### src/rtl/cpu_pkg.sv
// Shared types and constants for the 16-bit RISC controller:
// FSM states, instruction classes, IR fields and datapath control codes.
package cpu_pkg;

   localparam int unsigned DATA_WIDTH = 16;
   localparam int unsigned NUM_STATES = 16;
   localparam int unsigned OPC_W      = 3;
   localparam int unsigned OP_W       = 2;
   localparam int unsigned NSEL_W     = 3;
   localparam int unsigned VSEL_W     = 2;

   // IR field positions
   localparam int unsigned OPC_MSB = 15;
   localparam int unsigned OPC_LSB = 13;
   localparam int unsigned OP_MSB  = 12;
   localparam int unsigned OP_LSB  = 11;

   localparam logic [OPC_W-1:0] OPC_LDR  = 3'b011;
   localparam logic [OPC_W-1:0] OPC_STR  = 3'b100;
   localparam logic [OPC_W-1:0] OPC_ALU  = 3'b101;
   localparam logic [OPC_W-1:0] OPC_MOV  = 3'b110;
   localparam logic [OPC_W-1:0] OPC_HALT = 3'b111;

   localparam logic [OP_W-1:0] OP_ADD     = 2'b00;
   localparam logic [OP_W-1:0] OP_CMP     = 2'b01;
   localparam logic [OP_W-1:0] OP_AND     = 2'b10;
   localparam logic [OP_W-1:0] OP_MVN     = 2'b11;
   localparam logic [OP_W-1:0] OP_MOV_REG = 2'b00;
   localparam logic [OP_W-1:0] OP_MOV_IMM = 2'b10;
   localparam logic [OP_W-1:0] OP_MEM     = 2'b00;

   localparam logic [NSEL_W-1:0] NSEL_NONE = 3'b000;
   localparam logic [NSEL_W-1:0] NSEL_RN   = 3'b100;
   localparam logic [NSEL_W-1:0] NSEL_RD   = 3'b010;
   localparam logic [NSEL_W-1:0] NSEL_RM   = 3'b001;

   localparam logic [VSEL_W-1:0] VSEL_C     = 2'b00;
   localparam logic [VSEL_W-1:0] VSEL_IMM   = 2'b10;
   localparam logic [VSEL_W-1:0] VSEL_MDATA = 2'b11;

   typedef enum logic [NUM_STATES-1:0] {
      S_RST     = 16'h0001,
      S_FETCH_A = 16'h0002,
      S_FETCH_L = 16'h0004,
      S_INC     = 16'h0008,
      S_DECODE  = 16'h0010,
      S_WR_IMM  = 16'h0020,
      S_GET_A   = 16'h0040,
      S_GET_B   = 16'h0080,
      S_ALU     = 16'h0100,
      S_WR_RD   = 16'h0200,
      S_ADDR    = 16'h0400,
      S_MEM_RD  = 16'h0800,
      S_LD_WR   = 16'h1000,
      S_ST_B    = 16'h2000,
      S_ST_W    = 16'h4000,
      S_HALT    = 16'h8000
   } state_t;

   typedef enum logic [2:0] {
      CLS_NOP, CLS_MOV_IMM, CLS_MOV_REG, CLS_ARITH,
      CLS_CMP, CLS_LDR, CLS_STR, CLS_HALT
   } iclass_t;

   typedef struct packed {
      logic              pcrst;
      logic              loadpc;
      logic              loadir;
      logic              msel;
      logic              mwrite;
      logic [NSEL_W-1:0] nsel;
      logic [VSEL_W-1:0] vsel;
      logic              write;
      logic              loada;
      logic              loadb;
      logic              loadc;
      logic              loads;
      logic              asel;
      logic              bsel;
      logic              halted;
   } ctrl_t;

   // Moore output decode for a state; the ALU state also looks at the class.
   function automatic ctrl_t ctrl_decode(input state_t s, input iclass_t cls);
      ctrl_t c;
      c = '0;
      case (s)
         S_RST:     c.pcrst  = 1'b1;
         S_FETCH_A: c.msel   = 1'b0;
         S_FETCH_L: c.loadir = 1'b1;
         S_INC:     c.loadpc = 1'b1;
         S_WR_IMM: begin
            c.nsel  = NSEL_RN;
            c.vsel  = VSEL_IMM;
            c.write = 1'b1;
         end
         S_GET_A: begin
            c.nsel  = NSEL_RN;
            c.loada = 1'b1;
         end
         S_GET_B: begin
            c.nsel  = NSEL_RM;
            c.loadb = 1'b1;
         end
         S_ALU: begin
            if (cls == CLS_CMP) begin
               c.loads = 1'b1;
            end else begin
               c.loadc = 1'b1;
               c.asel  = (cls == CLS_MOV_REG);
            end
         end
         S_WR_RD: begin
            c.nsel  = NSEL_RD;
            c.vsel  = VSEL_C;
            c.write = 1'b1;
         end
         S_ADDR: begin
            c.bsel  = 1'b1;
            c.loadc = 1'b1;
         end
         S_MEM_RD: c.msel = 1'b1;
         S_LD_WR: begin
            c.msel  = 1'b1;
            c.nsel  = NSEL_RD;
            c.vsel  = VSEL_MDATA;
            c.write = 1'b1;
         end
         S_ST_B: begin
            c.nsel  = NSEL_RD;
            c.loadb = 1'b1;
         end
         S_ST_W: begin
            c.msel   = 1'b1;
            c.mwrite = 1'b1;
         end
         S_HALT:  c.halted = 1'b1;
         default: c.nsel = NSEL_NONE;
      endcase
      return c;
   endfunction

endpackage

### src/rtl/cpu_control_if.sv
// Controller <-> fetch/datapath bundle: IR in, control strobes out.
interface cpu_control_if;
   import cpu_pkg::*;

   logic [DATA_WIDTH-1:0] ir;
   logic                  pcrst;
   logic                  loadpc;
   logic                  loadir;
   logic                  msel;
   logic                  mwrite;
   logic [NSEL_W-1:0]     nsel;
   logic [VSEL_W-1:0]     vsel;
   logic                  write;
   logic                  loada;
   logic                  loadb;
   logic                  loadc;
   logic                  loads;
   logic                  asel;
   logic                  bsel;
   logic                  halted;

   modport master (
      input  ir,
      output pcrst, loadpc, loadir, msel, mwrite, nsel, vsel, write,
             loada, loadb, loadc, loads, asel, bsel, halted
   );

   modport slave (
      output ir,
      input  pcrst, loadpc, loadir, msel, mwrite, nsel, vsel, write,
             loada, loadb, loadc, loads, asel, bsel, halted
   );
endinterface

### src/rtl/cpu_decode.sv
// Combinational {opcode,op} -> instruction class; unknown codes are NOPs.
module cpu_decode
   import cpu_pkg::*;
(
   input  logic [OPC_W-1:0] opcode,
   input  logic [OP_W-1:0]  op,
   output iclass_t          cls_c
);

   always_comb begin
      cls_c = CLS_NOP;
      case (opcode)
         OPC_MOV: begin
            if (op == OP_MOV_IMM)      cls_c = CLS_MOV_IMM;
            else if (op == OP_MOV_REG) cls_c = CLS_MOV_REG;
         end
         OPC_ALU: begin
            case (op)
               OP_ADD, OP_AND: cls_c = CLS_ARITH;
               OP_CMP:         cls_c = CLS_CMP;
               OP_MVN:         cls_c = CLS_MOV_REG;
               default:        cls_c = CLS_NOP;
            endcase
         end
         OPC_LDR:  if (op == OP_MEM) cls_c = CLS_LDR;
         OPC_STR:  if (op == OP_MEM) cls_c = CLS_STR;
         OPC_HALT: cls_c = CLS_HALT;
         default:  cls_c = CLS_NOP;
      endcase
   end

endmodule

### src/rtl/cpu_control.sv
// Sequencing FSM for the 16-bit RISC core. Outputs are flops loaded with the
// decode of the next state, so they always equal the current state's decode.
module cpu_control
   import cpu_pkg::*;
(
   input  logic     clk,
   input  logic     reset,
   cpu_control_if.master bus
);

   state_t  state, state_nx;
   ctrl_t   ctrl, ctrl_nx;
   iclass_t cls_c;
   logic    unused_ir_c;

   cpu_decode u_decode (
      .opcode (bus.ir[OPC_MSB:OPC_LSB]),
      .op     (bus.ir[OP_MSB:OP_LSB]),
      .cls_c  (cls_c)
   );

   // Register-file fields belong to the datapath
   assign unused_ir_c = ^bus.ir[OP_LSB-1:0];

   always_ff @(posedge clk) begin
      if (!reset) begin
         state <= S_RST;
         ctrl  <= ctrl_decode(S_RST, CLS_NOP);
      end else begin
         state <= state_nx;
         ctrl  <= ctrl_nx;
      end
   end

   always_comb begin
      state_nx = state;
      ctrl_nx  = '0;
      case (state)
         S_RST:     state_nx = S_FETCH_A;
         S_FETCH_A: state_nx = S_FETCH_L;
         S_FETCH_L: state_nx = S_INC;
         S_INC:     state_nx = S_DECODE;
         S_DECODE: begin
            case (cls_c)
               CLS_MOV_IMM:                         state_nx = S_WR_IMM;
               CLS_MOV_REG:                         state_nx = S_GET_B;
               CLS_ARITH, CLS_CMP, CLS_LDR, CLS_STR: state_nx = S_GET_A;
               CLS_HALT:                            state_nx = S_HALT;
               default:                             state_nx = S_FETCH_A;
            endcase
         end
         S_WR_IMM:  state_nx = S_FETCH_A;
         S_GET_A:   state_nx = (cls_c == CLS_LDR || cls_c == CLS_STR) ? S_ADDR : S_GET_B;
         S_GET_B:   state_nx = S_ALU;
         S_ALU:     state_nx = (cls_c == CLS_CMP) ? S_FETCH_A : S_WR_RD;
         S_WR_RD:   state_nx = S_FETCH_A;
         S_ADDR:    state_nx = (cls_c == CLS_LDR) ? S_MEM_RD : S_ST_B;
         S_MEM_RD:  state_nx = S_LD_WR;
         S_LD_WR:   state_nx = S_FETCH_A;
         S_ST_B:    state_nx = S_ST_W;
         S_ST_W:    state_nx = S_FETCH_A;
         S_HALT:    state_nx = S_HALT;
         default:   state_nx = S_RST;
      endcase
      ctrl_nx = ctrl_decode(state_nx, cls_c);
   end

   assign bus.pcrst  = ctrl.pcrst;
   assign bus.loadpc = ctrl.loadpc;
   assign bus.loadir = ctrl.loadir;
   assign bus.msel   = ctrl.msel;
   assign bus.mwrite = ctrl.mwrite;
   assign bus.nsel   = ctrl.nsel;
   assign bus.vsel   = ctrl.vsel;
   assign bus.write  = ctrl.write;
   assign bus.loada  = ctrl.loada;
   assign bus.loadb  = ctrl.loadb;
   assign bus.loadc  = ctrl.loadc;
   assign bus.loads  = ctrl.loads;
   assign bus.asel   = ctrl.asel;
   assign bus.bsel   = ctrl.bsel;
   assign bus.halted = ctrl.halted;

endmodule

### src/flat_wrapper.sv
// flat-port wrapper written by rule: the top's interface ports become plain ports
module cpu_control_flat import cpu_pkg::*;
  (clk, reset, bus_ir, bus_pcrst, bus_loadpc, bus_loadir, bus_msel, bus_mwrite, bus_nsel, bus_vsel, bus_write, bus_loada, bus_loadb, bus_loadc, bus_loads, bus_asel, bus_bsel, bus_halted);
  cpu_control_if bus_i ();
  input  logic clk;
  input  logic reset;
  input wire logic [$bits(bus_i.ir)-1:0] bus_ir;
  output wire logic [$bits(bus_i.pcrst)-1:0] bus_pcrst;
  output wire logic [$bits(bus_i.loadpc)-1:0] bus_loadpc;
  output wire logic [$bits(bus_i.loadir)-1:0] bus_loadir;
  output wire logic [$bits(bus_i.msel)-1:0] bus_msel;
  output wire logic [$bits(bus_i.mwrite)-1:0] bus_mwrite;
  output wire logic [$bits(bus_i.nsel)-1:0] bus_nsel;
  output wire logic [$bits(bus_i.vsel)-1:0] bus_vsel;
  output wire logic [$bits(bus_i.write)-1:0] bus_write;
  output wire logic [$bits(bus_i.loada)-1:0] bus_loada;
  output wire logic [$bits(bus_i.loadb)-1:0] bus_loadb;
  output wire logic [$bits(bus_i.loadc)-1:0] bus_loadc;
  output wire logic [$bits(bus_i.loads)-1:0] bus_loads;
  output wire logic [$bits(bus_i.asel)-1:0] bus_asel;
  output wire logic [$bits(bus_i.bsel)-1:0] bus_bsel;
  output wire logic [$bits(bus_i.halted)-1:0] bus_halted;
  assign bus_i.ir = bus_ir;
  assign bus_pcrst = bus_i.pcrst;
  assign bus_loadpc = bus_i.loadpc;
  assign bus_loadir = bus_i.loadir;
  assign bus_msel = bus_i.msel;
  assign bus_mwrite = bus_i.mwrite;
  assign bus_nsel = bus_i.nsel;
  assign bus_vsel = bus_i.vsel;
  assign bus_write = bus_i.write;
  assign bus_loada = bus_i.loada;
  assign bus_loadb = bus_i.loadb;
  assign bus_loadc = bus_i.loadc;
  assign bus_loads = bus_i.loads;
  assign bus_asel = bus_i.asel;
  assign bus_bsel = bus_i.bsel;
  assign bus_halted = bus_i.halted;
  cpu_control u_core (.clk(clk), .reset(reset), .bus(bus_i));
endmodule
### config.mk
export PLATFORM = sky130hd
export DESIGN_NAME = cpu_control_flat
export DESIGN_NICKNAME = d
export VERILOG_FILES = /design/src/rtl/cpu_pkg.sv /design/src/rtl/cpu_control_if.sv /design/src/rtl/cpu_decode.sv /design/src/rtl/cpu_control.sv /design/src/flat_wrapper.sv
export SDC_FILE = /design/constraint.sdc
export NUM_CORES = 1
export LEC_CHECK = 0
export ABC_AREA = 0
export CAP_MARGIN = 20
export CORE_ASPECT_RATIO = 1.2
export CORE_MARGIN = 5
export CORE_UTILIZATION = 45
export DETAILED_ROUTE_END_ITERATION = 6
export GPL_ROUTABILITY_DRIVEN = 0
export PLACE_DENSITY = 0.73
export SYNTH_ARGS = -nofsm -noshare
export SYNTH_HDL_FRONTEND = slang
export SYNTH_SLANG_ARGS = --single-unit
export TNS_END_PERCENT = 30
### constraint.sdc
create_clock -name clk -period 2.44 [get_ports clk]
set_input_delay 0.366 -clock clk [delete_from_list [all_inputs] [get_ports clk]]
set_output_delay 0.366 -clock clk [all_outputs]
set_load 0.05 [all_outputs]
==> out/qor.yml <==
global_routing:
  track_usage_pct: 16.7
  first_global_vias: 1385
  grt.overflow.total: 0
  grt_pass1_wl_mm: 6.24
  antenna_found_initial: 0
  grt_max_degree: 13
routing:
  antenna_left: 0
  firstDrtPassIters: 4
  wl_mm: 3.74
  vias: 1420
  via_per_inst: 5.82
  drtIter0Drc: 80
  drc: 0
  wl_per_cell_um: 15.3
timing:
  max_freq_mhz: 493
  setup_ws_ns: 0.410
  final-max-slew-violation-count: 0
  setup_viol: 0
  post-route-period-util_pct: 83.2
  maxSlewHeadroom_pct: 59.5
  hold_violations: 0
  fin_worst_skew_ns: 0.00623
  fin_setup_tns_ns: 0
  tightest_slew_ns: 0.603
  post-route-min-period_ns: 2.03
  rsz0062_at_grt: "no"
power_and_ir_drop:
  pwr-share-comb_pct: 10.0
  seqPwrFrac_pct: 43.4
  total_power_w: 0.00134
  p_leak_nw: 0.822
  swShare_pct: 22.7
  ir_drop_mv: 0.508
  p_sw_w: 0.000304
  p_clk_share_pct: 46.7
  p_int_w: 0.00103
  p_per_area_nw_per_um2: 667
setup_path:
  reg2reg_from: "u_core.state[3]"
  endpoint_kind: "flip-flop"
  cp-endpoint: "u_core.bus.loadb"
  crit_required_ns: 2.63
  timing.rr.end: "u_core.bus.pcrst"
  crit_type: "input pin to flip-flop"
  startpoint_type: "input pin"
  reg2reg_depth: 4
  rrSetupSlack_ns: 0.48
  critPathMaxFanout: 7
  arrival_ns: 2.22
  startpoint: "bus_ir[13]"
synthesis:
  ys_top_cells_by_area: "dfxtp_1 (43%), nor2_1 (4.3%), nand3_1 (3.8%)"
  yosys.area.top_type: "dfxtp_1"
  ys_ff_latch: 34
  ys_warn_count: 0
  synthCells: 176
  syn_nets: 194
  synth_top_area_share_pct: 42.9
  synth_seq_area_share_pct: 42.9
  synth_cell_types: 46
  async_reset_ff_share_pct: 0
  synth_edf_count: 0
  synth_area_um2: 1590
  synth-main-ff-cell: "dfxtp_1"
  syn_area_per_cell_um2: 9.01
floorplanning:
  fp.dieW_um: 64.2
  start_util_pct: 47.1
  core_area_um2: 3370
  io_pins: 36
  chipHeight_um: 75.0
  die_area_um2: 4820
  row_count: 23
clocking:
  cts_setup_buffers: 0
  cts.reportedPaths.clkPinSlew_ns: 0.07
  cts_hold_buf: 0
  clock_tree.buffer_depth: 2
  cts_root_buf: "clkbuf_8"
  cts_inserted_buffers: 5
  ctsResizeCount: 0
  clock_sink_count: 34
  htreeDepth: 2
  worstSkewPairLatency_ns: 0.29
  cts_tree: "done"
final_layout:
  areaGrowthSynthToFinish_pct: 26.3
  layout.nets: 224
  antenna_cells: 0
  drive_gt1_share_pct: 12.6
job:
  cap_violations: 0
outcome:
  status: "finished, final reports clean"
placement:
  dp_slack_ns: 0.106
  io_buffers: 24
  dp_hpwl_mm: 2.90
worst_hold_path:
  hold_path.class: "flip-flop to flip-flop"
## logic make-up (layout without fill, tap and decap cells)
kind of cell,count (synthesis),in the layout,share of synthesized area (%)
DFF,34,34,42.9
AOI/OAI and AO/OA,24,24,10.3
xor gates and xnor gates,7,7,3.86
buffers and inverters,16,47,5.13
muxes,1,1,0.710
and+or+nand+nor,94,94,37.1
## synth_stat cells, types with 2 or more instances
master,number
o21a_1,2
or3_1,2
nand2_1,6
o41ai_1,2
inv_1,10
dfxtp_1,34
nor2b_1,2
nand3b_1,3
nor3b_1,3
nor2_1,18
a21boi_0,3
xnor2_1,2
and4b_1,2
buf_6,2
xor2_1,5
nor4b_1,5
nor3_1,5
a21oi_1,5
and2_1,4
o21ai_0,5
nand3_1,12
nor4_2,4
or3b_2,2
nand2b_1,2
or4_1,4
and4_1,3
nand4_1,9
or2_2,2
## placed cells by master, fill, tap and decap left out, drive strengths merged, types with 6 or more instances in the layout
cell type / n
inv: 10
a21oi: 6
nand4: 9
dfxtp: 34
nand3: 12
clkdlybuf4s50: 24
nor2: 18
nand2: 6
## metal layers
| layer | global-route usage (%) | vias up | wire (um) |
|---|---|---|---|
| li1 | - | 710 | - |
| met5 | 0 | - | 0 |
| met2 | 32.3 | 35 | 2040 |
| met3 | 4.93 | 5 | 195 |
| met4 | 6.11 | 0 | 51 |
| met1 | 16.9 | 670 | 1460 |
## power groups by stage
stage | combinational, W | sequential (W) | clock (W)
after floorplan | 0.0000786 | 0.000602 | 0
after global placement | 0.000129 | 0.000592 | 0
after detailed placement | 0.000132 | 0.000592 | 0
after CTS | 0.000133 | 0.000580 | 0.000633
after global routing | 0.000145 | 0.000583 | 0.000655
final | 0.000133 | 0.000580 | 0.000624
## how the worst min path moves through the flow
stage | depth (start not counted) | from | slack, ns | endpoint
2_1_floorplan | 2 | u_core.state[3] | 0.51 | u_core.bus.loadpc
3_3_place_gp | 2 | u_core.state[13] | 0.56 | u_core.bus.mwrite
3_5_place_dp | 2 | u_core.state[13] | 0.57 | u_core.bus.mwrite
4_1_cts | 2 | u_core.state[13] | 0.58 | u_core.bus.mwrite
5_1_grt | 2 | u_core.state[13] | 0.61 | u_core.bus.mwrite
6_report | 2 | u_core.state[13] | 0.57 | u_core.bus.mwrite
## cell type report
class	count	area [um2]
inverters	10	37.5
repair buffers	29	278
clock inverters	3	68.8
clock buffers	5	68.8
flip-flops and latches	34	681
well taps	37	46.3
fillers	314	1360
multi-input cells	126	825
## worst max-delay path, cell delays in order
cell             delay [ns]
clkdlybuf4s50_1        0.50
buf_4                  0.19
or3b_2                 0.42
a21boi_0               0.30
o22ai_1                0.20
a21bo_2                0.24
## state kept, by name (all words and copies together), names as in the netlist
| name | count |
|---|---|
| u_core.bus.nsel | 3 |
| u_core.bus.asel | 1 |
| u_core.bus.write | 1 |
| u_core.bus.bsel | 1 |
| u_core.bus.loads | 1 |
| u_core.bus.loadir | 1 |
| u_core.bus.vsel | 2 |
| u_core.bus.loadpc | 1 |
| u_core.bus.loadc | 1 |
| u_core.state | 16 |
| u_core.bus.halted | 1 |
| u_core.bus.loadb | 1 |
| u_core.bus.mwrite | 1 |
| u_core.bus.pcrst | 1 |
| u_core.bus.loada | 1 |
| u_core.bus.msel | 1 |
## per-stage QoR
step	hold slack, ns	util [%]	std cells	area (um2)
2_1_floorplan	0.514	-	176	1590
3_3_place_gp	0.555	55.4	236	1870
3_5_place_dp	0.566	55.4	236	1870
4_1_cts	0.576	59.5	244	2000
5_1_grt	0.613	59.5	244	2000
6_report	0.575	59.5	244	2000
(Power assumes the default switching activity.)
